<file path="config.mk">
export PLATFORM = sky130hd
export DESIGN_NAME = alu_arbiter_flat
export DESIGN_NICKNAME = d
export VERILOG_FILES = /design/src/rtl/alu_arbiter_pkg.sv /design/src/rtl/alu_arbiter_if.sv /design/src/rtl/alu_arbiter_rr_arb2.sv /design/src/rtl/alu_arbiter.sv /design/src/flat_wrapper.sv
export SDC_FILE = /design/constraint.sdc
export NUM_CORES = 1
export LEC_CHECK = 0
export ABC_AREA = 1
export ABC_CLOCK_PERIOD_IN_PS = 1400
export CAP_MARGIN = 20
export CORE_ASPECT_RATIO = 1.1
export CORE_MARGIN = 4
export CORE_UTILIZATION = 44
export CTS_BUF_LIST = sky130_fd_sc_hd__clkbuf_4 sky130_fd_sc_hd__clkbuf_8
export DETAILED_ROUTE_END_ITERATION = 12
export GPL_TIMING_DRIVEN = 0
export PLACE_DENSITY_LB_ADDON = 0.1
export REMOVE_ABC_BUFFERS = 1
export SYNTH_ARGS = -nofsm -noshare
export SYNTH_HDL_FRONTEND = slang
export SYNTH_SLANG_ARGS = --single-unit
</file>
<file path="constraint.sdc">
create_clock -name clk -period 1.4 [get_ports clk]
set_clock_uncertainty 0.05 [all_clocks]
set_input_delay 0.28 -clock clk [delete_from_list [all_inputs] [get_ports clk]]
set_output_delay 0.28 -clock clk [all_outputs]
set_load 0.02 [all_outputs]
</file>
<file path="src/rtl/alu_arbiter_pkg.sv">
// Shared definitions for the two-requester ALU arbiter: op encodings, FSM states
// and the default WAIT timeout.
package alu_arbiter_pkg;

    typedef enum logic [1:0] {
        ADD = 2'b00,
        SUB = 2'b01,
        MUL = 2'b10,
        DIV = 2'b11
    } op_e;

    typedef enum logic [2:0] {
        IDLE   = 3'd0,
        LOAD_M = 3'd1,
        LOAD_Q = 3'd2,
        WAIT   = 3'd3,
        CAP_LO = 3'd4,
        RESP   = 3'd5,
        ABORT  = 3'd6
    } state_e;

    localparam int TIMEOUT_DEF = 255;

    // Mul and div return two bytes (high byte first), add and sub return one.
    function automatic logic is_two_byte(input op_e op);
        return (op == MUL) || (op == DIV);
    endfunction

    function automatic logic [15:0] sext8(input logic [7:0] b);
        return {{8{b[7]}}, b};
    endfunction

endpackage

</file>
<file path="src/rtl/alu_arbiter_if.sv">
// Bundle of requester, ALU and response signals; the arbiter uses the slave view,
// the surrounding environment the master view.
interface alu_arbiter_if;

    logic [1:0]  req_valid;
    logic [1:0]  req_ready;
    logic [3:0]  req_op;
    logic [15:0] req_m;
    logic [15:0] req_q;

    logic        alu_rst_b;
    logic        alu_start;
    logic [1:0]  alu_s;
    logic [7:0]  alu_inbus;
    logic [7:0]  alu_outbus;
    logic        alu_finish;
    logic        alu_overflow;

    logic        rsp_valid;
    logic        rsp_id;
    logic [15:0] rsp_data;
    logic        rsp_ovf;
    logic        rsp_timeout;

    modport slave (
        input  req_valid, req_op, req_m, req_q,
        input  alu_outbus, alu_finish, alu_overflow,
        output req_ready,
        output alu_rst_b, alu_start, alu_s, alu_inbus,
        output rsp_valid, rsp_id, rsp_data, rsp_ovf, rsp_timeout
    );

    modport master (
        output req_valid, req_op, req_m, req_q,
        output alu_outbus, alu_finish, alu_overflow,
        input  req_ready,
        input  alu_rst_b, alu_start, alu_s, alu_inbus,
        input  rsp_valid, rsp_id, rsp_data, rsp_ovf, rsp_timeout
    );

endinterface

</file>
<file path="src/rtl/alu_arbiter_rr_arb2.sv">
// Two-way round-robin grant: a lone requester always wins, a tie goes to ptr.
module rr_arb2 (
    input  logic [1:0] req,
    input  logic       ptr,
    input  logic       advance,
    output logic [1:0] grant
);

    always_comb begin
        grant = 2'b00;
        if (advance) begin
            unique case (req)
                2'b01:   grant = 2'b01;
                2'b10:   grant = 2'b10;
                2'b11:   grant = ptr ? 2'b10 : 2'b01;
                default: grant = 2'b00;
            endcase
        end
    end

endmodule

</file>
<file path="src/rtl/alu_arbiter.sv">
// Arbitrates two requesters onto one multi-cycle 8-bit ALU and returns a 16-bit
// result, an overflow flag or a timeout indication per transaction.
module alu_arbiter
    import alu_arbiter_pkg::*;
#(
    parameter int TIMEOUT = TIMEOUT_DEF
) (
    input  logic           clk,
    input  logic           rst_b,
    alu_arbiter_if.slave   bus
);

    // Counter only has to reach TIMEOUT-1; the abort decision is made on that value.
    localparam int CW = (TIMEOUT > 1) ? $clog2(TIMEOUT) : 1;
    localparam logic [CW-1:0] CNT_LAST = CW'(TIMEOUT - 1);

    state_e        state_q, state_d;
    logic          ptr_q, ptr_d;
    logic          id_q, id_d;
    op_e           op_q, op_d;
    logic [7:0]    m_q, m_d;
    logic [7:0]    q_q, q_d;
    logic [CW-1:0] cnt_q, cnt_d;
    logic [15:0]   res_q, res_d;
    logic          ovf_q, ovf_d;

    logic [1:0]    req_ready_q, req_ready_d;
    logic          alu_rst_b_q, alu_rst_b_d;
    logic          alu_start_q, alu_start_d;
    logic [1:0]    alu_s_q, alu_s_d;
    logic [7:0]    alu_inbus_q, alu_inbus_d;
    logic          rsp_valid_q, rsp_valid_d;
    logic          rsp_id_q, rsp_id_d;
    logic [15:0]   rsp_data_q, rsp_data_d;
    logic          rsp_ovf_q, rsp_ovf_d;
    logic          rsp_timeout_q, rsp_timeout_d;

    logic [1:0]    grant;
    logic          in_idle;

    assign in_idle = (state_q == IDLE);

    rr_arb2 u_rr_arb2 (
        .req     (bus.req_valid),
        .ptr     (ptr_q),
        .advance (in_idle),
        .grant   (grant)
    );

    always_comb begin
        state_d = state_q;
        ptr_d   = ptr_q;
        id_d    = id_q;
        op_d    = op_q;
        m_d     = m_q;
        q_d     = q_q;
        cnt_d   = cnt_q;
        res_d   = res_q;
        ovf_d   = ovf_q;

        unique case (state_q)
            IDLE: begin
                if (|grant) begin
                    id_d    = grant[1];
                    op_d    = grant[1] ? op_e'(bus.req_op[3:2]) : op_e'(bus.req_op[1:0]);
                    m_d     = grant[1] ? bus.req_m[15:8] : bus.req_m[7:0];
                    q_d     = grant[1] ? bus.req_q[15:8] : bus.req_q[7:0];
                    state_d = LOAD_M;
                end
            end
            LOAD_M: begin
                state_d = LOAD_Q;
            end
            LOAD_Q: begin
                cnt_d   = '0;
                state_d = WAIT;
            end
            WAIT: begin
                // A finish on the final allowed cycle still completes normally.
                if (bus.alu_finish) begin
                    ovf_d = bus.alu_overflow;
                    if (is_two_byte(op_q)) begin
                        res_d[15:8] = bus.alu_outbus;
                        state_d     = CAP_LO;
                    end else begin
                        res_d   = sext8(bus.alu_outbus);
                        state_d = RESP;
                    end
                end else if (cnt_q == CNT_LAST) begin
                    state_d = ABORT;
                end else begin
                    cnt_d = cnt_q + 1'b1;
                end
            end
            CAP_LO: begin
                res_d[7:0] = bus.alu_outbus;
                state_d    = RESP;
            end
            RESP, ABORT: begin
                ptr_d   = ~id_q;
                state_d = IDLE;
            end
            default: begin
                state_d = IDLE;
            end
        endcase

        // Outputs are registered as a decode of the state being entered.
        req_ready_d   = grant;
        alu_start_d   = (state_d == LOAD_M);
        alu_s_d       = ((state_d == LOAD_M) || (state_d == LOAD_Q)) ? op_d : 2'b00;
        alu_inbus_d   = (state_d == LOAD_M) ? m_d :
                        (state_d == LOAD_Q) ? q_d : 8'h00;
        alu_rst_b_d   = (state_d != ABORT);
        rsp_valid_d   = (state_d == RESP) || (state_d == ABORT);
        rsp_id_d      = rsp_valid_d ? id_d : 1'b0;
        rsp_data_d    = (state_d == RESP) ? res_d : 16'h0000;
        rsp_ovf_d     = (state_d == RESP) ? ovf_d : 1'b0;
        rsp_timeout_d = (state_d == ABORT);
    end

    always_ff @(posedge clk or negedge rst_b) begin
        if (!rst_b) begin
            state_q       <= IDLE;
            ptr_q         <= 1'b0;
            id_q          <= 1'b0;
            op_q          <= ADD;
            m_q           <= 8'h00;
            q_q           <= 8'h00;
            cnt_q         <= '0;
            res_q         <= 16'h0000;
            ovf_q         <= 1'b0;
            req_ready_q   <= 2'b00;
            alu_rst_b_q   <= 1'b0;
            alu_start_q   <= 1'b0;
            alu_s_q       <= 2'b00;
            alu_inbus_q   <= 8'h00;
            rsp_valid_q   <= 1'b0;
            rsp_id_q      <= 1'b0;
            rsp_data_q    <= 16'h0000;
            rsp_ovf_q     <= 1'b0;
            rsp_timeout_q <= 1'b0;
        end else begin
            state_q       <= state_d;
            ptr_q         <= ptr_d;
            id_q          <= id_d;
            op_q          <= op_d;
            m_q           <= m_d;
            q_q           <= q_d;
            cnt_q         <= cnt_d;
            res_q         <= res_d;
            ovf_q         <= ovf_d;
            req_ready_q   <= req_ready_d;
            alu_rst_b_q   <= alu_rst_b_d;
            alu_start_q   <= alu_start_d;
            alu_s_q       <= alu_s_d;
            alu_inbus_q   <= alu_inbus_d;
            rsp_valid_q   <= rsp_valid_d;
            rsp_id_q      <= rsp_id_d;
            rsp_data_q    <= rsp_data_d;
            rsp_ovf_q     <= rsp_ovf_d;
            rsp_timeout_q <= rsp_timeout_d;
        end
    end

    assign bus.req_ready   = req_ready_q;
    assign bus.alu_rst_b   = alu_rst_b_q;
    assign bus.alu_start   = alu_start_q;
    assign bus.alu_s       = alu_s_q;
    assign bus.alu_inbus   = alu_inbus_q;
    assign bus.rsp_valid   = rsp_valid_q;
    assign bus.rsp_id      = rsp_id_q;
    assign bus.rsp_data    = rsp_data_q;
    assign bus.rsp_ovf     = rsp_ovf_q;
    assign bus.rsp_timeout = rsp_timeout_q;

endmodule

</file>
<file path="src/flat_wrapper.sv">
// flat-port wrapper written by rule: the top's interface ports become plain ports
module alu_arbiter_flat import alu_arbiter_pkg::*;
#(
    parameter int TIMEOUT = TIMEOUT_DEF
)
  (clk, rst_b, bus_req_valid, bus_req_op, bus_req_m, bus_req_q, bus_alu_outbus, bus_alu_finish, bus_alu_overflow, bus_req_ready, bus_alu_rst_b, bus_alu_start, bus_alu_s, bus_alu_inbus, bus_rsp_valid, bus_rsp_id, bus_rsp_data, bus_rsp_ovf, bus_rsp_timeout);
  alu_arbiter_if bus_i ();
  input  logic clk;
  input  logic rst_b;
  input wire logic [$bits(bus_i.req_valid)-1:0] bus_req_valid;
  input wire logic [$bits(bus_i.req_op)-1:0] bus_req_op;
  input wire logic [$bits(bus_i.req_m)-1:0] bus_req_m;
  input wire logic [$bits(bus_i.req_q)-1:0] bus_req_q;
  input wire logic [$bits(bus_i.alu_outbus)-1:0] bus_alu_outbus;
  input wire logic [$bits(bus_i.alu_finish)-1:0] bus_alu_finish;
  input wire logic [$bits(bus_i.alu_overflow)-1:0] bus_alu_overflow;
  output wire logic [$bits(bus_i.req_ready)-1:0] bus_req_ready;
  output wire logic [$bits(bus_i.alu_rst_b)-1:0] bus_alu_rst_b;
  output wire logic [$bits(bus_i.alu_start)-1:0] bus_alu_start;
  output wire logic [$bits(bus_i.alu_s)-1:0] bus_alu_s;
  output wire logic [$bits(bus_i.alu_inbus)-1:0] bus_alu_inbus;
  output wire logic [$bits(bus_i.rsp_valid)-1:0] bus_rsp_valid;
  output wire logic [$bits(bus_i.rsp_id)-1:0] bus_rsp_id;
  output wire logic [$bits(bus_i.rsp_data)-1:0] bus_rsp_data;
  output wire logic [$bits(bus_i.rsp_ovf)-1:0] bus_rsp_ovf;
  output wire logic [$bits(bus_i.rsp_timeout)-1:0] bus_rsp_timeout;
  assign bus_i.req_valid = bus_req_valid;
  assign bus_i.req_op = bus_req_op;
  assign bus_i.req_m = bus_req_m;
  assign bus_i.req_q = bus_req_q;
  assign bus_i.alu_outbus = bus_alu_outbus;
  assign bus_i.alu_finish = bus_alu_finish;
  assign bus_i.alu_overflow = bus_alu_overflow;
  assign bus_req_ready = bus_i.req_ready;
  assign bus_alu_rst_b = bus_i.alu_rst_b;
  assign bus_alu_start = bus_i.alu_start;
  assign bus_alu_s = bus_i.alu_s;
  assign bus_alu_inbus = bus_i.alu_inbus;
  assign bus_rsp_valid = bus_i.rsp_valid;
  assign bus_rsp_id = bus_i.rsp_id;
  assign bus_rsp_data = bus_i.rsp_data;
  assign bus_rsp_ovf = bus_i.rsp_ovf;
  assign bus_rsp_timeout = bus_i.rsp_timeout;
  alu_arbiter #(.TIMEOUT(TIMEOUT)) u_core (.clk(clk), .rst_b(rst_b), .bus(bus_i));
endmodule
</file>
-- Yosys cells after proc, flatten, opt, wreduce, memory -nomap -nowiden
Cells that the tools add are included.
- memories: 0
- word-level logic and storage cells: 83
- bits in latches: 0
- bits in writable memories: 0
- register bits after elaboration: 82
- output and inout port bits: 34
- memory bits (read-only): 0
- equal/unequal tests: 19
- magnitude comparators: 0
- reduce and logical (&&, ||, !) cells: 8
- shift-type cells: 0
- muxes and demuxes: 35
- div/mod/pow operators: 0
- bitwise gates (word level): 1
- add/sub/neg operators: 1
- $mul: 0
- operators with widths (kind ; count):
    8-bit two-way mux ; 12
    16-bit two-way mux ; 2
    8-bit case mux with 2 select lines ; 2
    3-bit equality test (second input constant) ; 5
    3-bit case mux with 5 select lines ; 1
    2-bit two-way mux ; 6
    3-bit by 2-bit equality test with 1-bit output (second input constant) ; 3
    3-bit two-way mux ; 3
    8-bit by 1-bit adder with 8-bit output (second input constant) ; 1
    2-bit equality test (second input constant) ; 4
    8-bit equality test (second input constant) ; 1
    1-bit two-way mux ; 7
    7-bit two-way mux ; 1
    3-bit by 1-bit equality test with 1-bit output (second input constant) ; 2
    2-bit case mux with 3 select lines ; 1
    2-bit != test (second input constant) ; 2
    2-bit OR reduction ; 2
    3-bit logical NOT ; 1
    1-bit logical OR ; 3
    3-bit != test (second input constant) ; 1
    3-bit AND reduction ; 1
    2-bit by 1-bit equality test with 1-bit output (second input constant) ; 1
    2-bit nonzero test ; 1
    1-bit inverter ; 1

-- Longest topological paths before layout
- depth after elaboration: 9
- mapped depth: 10

-- Cells and area by module
Synthesis repeated with hierarchy kept, for this count alone.
- cell total of the unflattened synthesis: 319
- area, all modules: 2925.3 µm²
- modules (own cells, without submodules) (module ; instances ; cells each ; area an instance (µm²)):
    alu_arbiter ; 1 ; 314 ; 2904.0
    rr_arb2 ; 1 ; 5 ; 21.3

-- Least setup slack after synthesis
Ideal clock, no wire load.
- path kind: register -> register
- start point: register u_core.cnt_q[0]
- end point: register u_core.rsp_id_q (netlist: u_core.bus.rsp_id)
- buffers on the path: 0
- setup slack: -45 ps
- setup time: 73 ps
- clock period less this slack: 1445 ps
- stages on the path, launching flop included: 11
- required time: 1277 ps
- arrival time: 1322 ps
- cells stage by stage: dfrtp_1 inv_1 ha_1 inv_1 nor2_1 nand2_1 nand2_1 nand2_1 nor2_2 nand3_2 a21oi_2
- longest elaborated chain between the ends: 7
- elaborated cells between the ends (all ways): 8
- those cells by class: eq/ne: 3; mux: 4; reduce/logical: 1
- RTL lines (item ; line ; source):
    from (decl) ; alu_arbiter.sv:23 ; logic [CW-1:0] cnt_q, cnt_d;
    from (signal assigned) ; alu_arbiter.sv:150 ; cnt_q <= cnt_d;
    8-bit equality test (*) ; alu_arbiter.sv:89 ; end else if (cnt_q == CNT_LAST) begin
    3-bit two-way mux (*) ; alu_arbiter.sv:89 ;
    3-bit two-way mux (*) ; alu_arbiter.sv:80 ; if (bus.alu_finish) begin
    3-bit case mux with 5 select lines (*) ; alu_arbiter.sv:61 ; unique case (state_q)
    3-bit equality test ; alu_arbiter.sv:115 ; rsp_valid_d = (state_d == RESP) || (state_d == ABORT);
    1-bit logical OR (*) ; alu_arbiter.sv:115 ;
    1-bit two-way mux (*) ; alu_arbiter.sv:116 ; rsp_id_d = rsp_valid_d ? id_d : 1'b0;
    named net u_core.rsp_id_d ; alu_arbiter.sv:33 ; logic rsp_id_q, rsp_id_d;
    to (signal assigned) ; alu_arbiter.sv:159 ; rsp_id_q <= rsp_id_d;
    to (decl) ; alu_arbiter.sv:33 ;
Mark *: on every way through the listed nets, which the timed path passes. The rest lies on a longest branch.
A chain may end at the register's enable or synchronous reset.

-- Final worst setup path
- start point: register u_core.state_q[1]
- end point: register u_core.q_q[2]
- longest elaborated chain between the ends: 5
- elaborated cells between the ends (all ways): 6
- those cells by class: mux: 4; reduce/logical: 2
- RTL lines (item ; line ; source):
    from (decl) ; alu_arbiter.sv:17 ; state_e state_q, state_d;
    from (signal assigned) ; alu_arbiter.sv:144 ; state_q <= state_d;
    3-bit logical NOT (*) ; alu_arbiter.sv:41, alu_arbiter.sv:61 ;
    2-bit two-way mux ; alu_arbiter_rr_arb2.sv:11 ; if (advance) begin
    8-bit two-way mux / 2-bit OR reduction (equally long branches) ; alu_arbiter.sv:67, alu_arbiter.sv:63 ;
    8-bit two-way mux ; alu_arbiter.sv:63 ; if (|grant) begin
    8-bit two-way mux (*) ; alu_arbiter.sv:61 ;
    named net u_core.q_d[2] ; alu_arbiter.sv:22 ; logic [7:0] q_q, q_d;
    to (signal assigned) ; alu_arbiter.sv:149 ; q_q <= q_d;
    to (decl) ; alu_arbiter.sv:22 ;
Marked as above.

==> summary.log <==
qor: routing.wl_per_cell 15.2 um
qor: finish.antennaDiodeCount 0
qor: clocking.ctsRootBufferMaster sky130_fd_sc_hd__clkbuf_8
qor: global_routing.global_route.overflow_total 0
qor: clocking.cts.path.max_buffers 2
qor: timing.whs -0.0262 ns
qor: synth.ys_seq_area_frac 0.545
qor: timing.layout_worst_path_cycle_share 1.15
qor: global_routing.via_count_of_the_first_global_routing_pass 2763
qor: power_and_ir_drop.vdd.ir_drop.worst 0.00109 V
qor: critical_path.regToRegEndpoint u_core.q_q[2]$_DFF_PN0_
qor: floorplanning.placement_rows 31
qor: synth.post_synthesis_cells 350
qor: timing.grt_setup_unrepaired true
qor: placement.dp.final_hpwl 4480 um
qor: global_routing.grt_antenna_before_repair 0
qor: routing.dr_total_vias 2786
qor: finish.final-seq-area 0.00166 mm2
qor: critical_path.worst_setup_path_type reg2reg
qor: critical_path.reg2regPathDepth 8
qor: timing.timing.max_slew.rel_slack 0.443
qor: hold_path.hold_path_class in2async
qor: routing.wl 8580 um
qor: finish.finalNetCount 529
qor: global_routing.groute.usage.overall 0.209
qor: synth.mappedNetlistArea 0.00303 mm2
qor: placement.gp_congestion 0.785
qor: critical_path.critical_path_arrival 1.79 ns
qor: finish.area.growth.synth_to_final 69.1%
qor: clocking.cts_hold_repair.buffers 0
qor: synth.yosysUniqueCellTypes 31
qor: power_and_ir_drop.power.static_leakage 2.50 nW
qor: timing.report.final.slew_viol_count 0
qor: run_status.violations_in_the_final_reports hold timing, setup timing
qor: global_routing.grt_start_max_net_pins 67
qor: floorplanning.die_area 0.00828 mm2
qor: timing.max_slew.worst_pin.slew 0.835 ns
qor: floorplanning.floorplan.core_area 0.00663 mm2
qor: routing.firstDrtPassIters 6
qor: floorplanning.dieWidth 87.1 um
qor: timing.setup_failing_eps_final 50
qor: power_and_ir_drop.power_density 2010 mW/mm2
qor: synth.ys.flop_type sky130_fd_sc_hd__dfrtp_1
qor: routing.route.detailed.vias_per_inst 4.94
qor: power_and_ir_drop.fin_total_pwr 10.3 mW
qor: finish.layout_cells_sized_above_1 0.361
qor: routing.postRouteAntennaNets 0
qor: finish.area_used_by_multi_input_combinational_logic 0.00163 mm2
qor: global_routing.global_route_wire_length_before_repair 13200 um
qor: critical_path.crit-reg2reg-launch u_core.state_q[1]$_DFF_PN0_
qor: run_status.outcome finished with violations
qor: clocking.tritoncts yes
qor: synth.async_flop_share 1.00
qor: synth.synth-edff-count 0
qor: clocking.tritoncts.num_buffers 9
qor: critical_path.reg2reg_setup_slack -0.22 ns
qor: timing.final_critical_path_setup_slack -0.216 ns
qor: placement.port-buffer-count 83
qor: clocking.count_of_clock_tree_sinks 66
qor: timing.final_hold_viol_count 6
qor: flow_run.cap_viol_max_count 0
qor: timing.setup_total_negative_slack -6.01 ns
qor: floorplanning.initial_utilization 0.457
qor: floorplanning.num_io_pins 84
qor: critical_path.worst-path-max-fanout 5
qor: floorplanning.chipHeight 95.0 um
qor: synth.syn_area_per_cell 8.65 um2
qor: clocking.clk_pin_slew_worst_paths 0.08 ns
qor: critical_path.timing.critical_path.from_type flop
qor: critical_path.worstSetupEndpointType flop
qor: routing.drt_first_iter_violations 140
qor: timing.period_needed 1.62 ns
qor: timing.max_freq 0.619 GHz
qor: clocking.total_number_of_h_tree_levels 3
qor: routing.route.detailed.drc 0
qor: synth.synth.ff_latch_count 66
qor: finish.number_of_fill_cells_in_the_layout 430
qor: synth.synth.yosys.warnings 0
qor: clocking.clk_latency 0.34 ns
qor: critical_path.crit_required 1.58 ns
==> power breakdown <==
group / switching, mW / internal, mW / total (mW)
combinational: 2.97 / 2.51 / 5.48
clock: 0.760 / 1.21 / 1.97
sequential: 0.320 / 2.55 / 2.87
total: 4.05 / 6.27 / 10.3
==> repair_timing <==
item | in CTS | in global routing
setup endpoints to repair | 90 | 64
resized for setup | 141 | 78
gates cloned | 6 | 2
pin swaps | 24 | 17
setup buffers | 30 | 9
==> cells in the mapped netlist, types with 2 or more instances <==
cell                      number  area, um2
sky130_fd_sc_hd__buf_6         4       45.0
sky130_fd_sc_hd__buf_2         4       20.0
sky130_fd_sc_hd__inv_1        42        158
sky130_fd_sc_hd__o21ai_1       6       30.0
sky130_fd_sc_hd__buf_4         2       15.0
sky130_fd_sc_hd__ha_1          2       25.0
sky130_fd_sc_hd__and2_1        8       50.1
sky130_fd_sc_hd__or2_2         7       43.8
sky130_fd_sc_hd__nand3_2       2       20.0
sky130_fd_sc_hd__dfrtp_1      66       1650
sky130_fd_sc_hd__nand2_2       6       37.5
sky130_fd_sc_hd__nand2_1      71        267
sky130_fd_sc_hd__nor2_2        2       12.5
sky130_fd_sc_hd__nor2_4        2       22.5
sky130_fd_sc_hd__or2_0         8       50.1
sky130_fd_sc_hd__xor2_1        2       17.5
sky130_fd_sc_hd__o21ai_0      14       70.1
sky130_fd_sc_hd__nor2_1       39        146
sky130_fd_sc_hd__inv_2         4       15.0
sky130_fd_sc_hd__o31ai_1       3       22.5
sky130_fd_sc_hd__a21oi_1      14       70.1
sky130_fd_sc_hd__nand3_1      33        165
==> cells in the final DEF, fill, tap and decap left out, types with 4 or more instances in the layout <==
cell type and instances:
sky130_fd_sc_hd__clkdlybuf4s50_1 45, sky130_fd_sc_hd__nor2_1 21, sky130_fd_sc_hd__and2_4 5, sky130_fd_sc_hd__or2_1 5, sky130_fd_sc_hd__inv_2 6, sky130_fd_sc_hd__nand3_2 13, sky130_fd_sc_hd__nor2_2 8, sky130_fd_sc_hd__buf_4 23
sky130_fd_sc_hd__nand3_4 4, sky130_fd_sc_hd__dfrtp_1 62, sky130_fd_sc_hd__inv_1 35, sky130_fd_sc_hd__nor2_4 14, sky130_fd_sc_hd__a21oi_1 10, sky130_fd_sc_hd__o21ai_0 7, sky130_fd_sc_hd__o21ai_1 6, sky130_fd_sc_hd__or2_4 10
sky130_fd_sc_hd__dlygate4sd2_1 32, sky130_fd_sc_hd__clkbuf_8 9, sky130_fd_sc_hd__buf_12 4, sky130_fd_sc_hd__clkinvlp_4 7, sky130_fd_sc_hd__clkdlybuf4s15_1 5, sky130_fd_sc_hd__dfrtp_2 4, sky130_fd_sc_hd__nand2_1 51, sky130_fd_sc_hd__nand2_4 14
sky130_fd_sc_hd__buf_6 10, sky130_fd_sc_hd__nand2_2 11, sky130_fd_sc_hd__o21ai_4 7, sky130_fd_sc_hd__nand3_1 20
==> final cells by class <==
type	count	share of cell area
Timing Repair Buffer	124	0.247
Tap cell	82	0.0200
Timing Repair inverter	3	0.00440
Multi-Input combinational cell	227	0.318
Clock inverter	6	0.0225
Sequential cell	66	0.323
Clock buffer	10	0.0256
Inverter	46	0.0388
==> registers in the layout, indices dropped and copies added (netlist names), 2 cells and up <==
| register | count |
|---|---|
| u_core.bus.rsp_data | 16 |
| u_core.bus.alu_s | 2 |
| u_core.q_q | 8 |
| u_core.op_q | 2 |
| u_core.bus.req_ready | 2 |
| u_core.state_q | 3 |
| u_core.cnt_q | 8 |
| u_core.bus.alu_inbus | 8 |
| u_core.res_q | 8 |
==> stage by stage <==
stage	setup slack, ns	instance area [um2]	cells	utilization
floorplan	-0.216	2940	338	-
global placement	-2.19	3870	503	0.584
detailed placement	-1.02	3870	503	0.584
CTS	-0.175	4730	554	0.713
global route	-0.256	5120	564	0.772
finish	-0.216	5120	564	0.772
==> layer usage <==
metal	global-route usage	routed length (um)	up-vias
li1	-	-	1347
met1	0.236	3290	1316
met5	0	0	-
met2	0.370	4470	102
met3	0.0666	589	21
met4	0.0742	235	0
==> critical path: stages (launching register included) <==
cell and delay, ns:
sky130_fd_sc_hd__dfrtp_2 0.41, sky130_fd_sc_hd__inv_2 0.07, sky130_fd_sc_hd__nand2_4 0.08, sky130_fd_sc_hd__nor2_4 0.05
sky130_fd_sc_hd__o21ai_4 0.14, sky130_fd_sc_hd__buf_12 0.15, sky130_fd_sc_hd__clkinvlp_4 0.13, sky130_fd_sc_hd__or2_4 0.26
sky130_fd_sc_hd__and2_4 0.16
==> how the worst max path moves through the flow <==
stage | start | end | slack, ns | depth (start not counted)
finish | u_core.state_q[1]$_DFF_PN0_ | u_core.q_q[2]$_DFF_PN0_ | -0.22 | 8
global route | u_core.state_q[1]$_DFF_PN0_ | u_core.q_q[7]$_DFF_PN0_ | -0.26 | 8
CTS | u_core.state_q[0]$_DFF_PN0_ | u_core.q_q[1]$_DFF_PN0_ | -0.18 | 9
detailed placement | bus_req_valid[1] | u_core.q_q[5]$_DFF_PN0_ | -1.02 | 5
global placement | rst_b | u_core.bus.rsp_valid$_DFF_PN0_ | -2.19 | 1
floorplan | u_core.state_q[1]$_DFF_PN0_ | u_core.q_q[0]$_DFF_PN0_ | -0.22 | 7
==> cell families (layout without fill, tap and decap cells) <==
group                    Yosys count  count (layout)  synth area share
AO/OA/AOI/OAI                     40              40            0.0719
XOR/XNOR                           3               3           0.00868
adder cells (fa/ha/maj)            2               2           0.00826
buffers and inverters             58             189            0.0863
flip-flops                        66              66             0.545
AND/OR/NAND/NOR                  181             182             0.280
No activity file was read; power rests on OpenSTA's default activity.
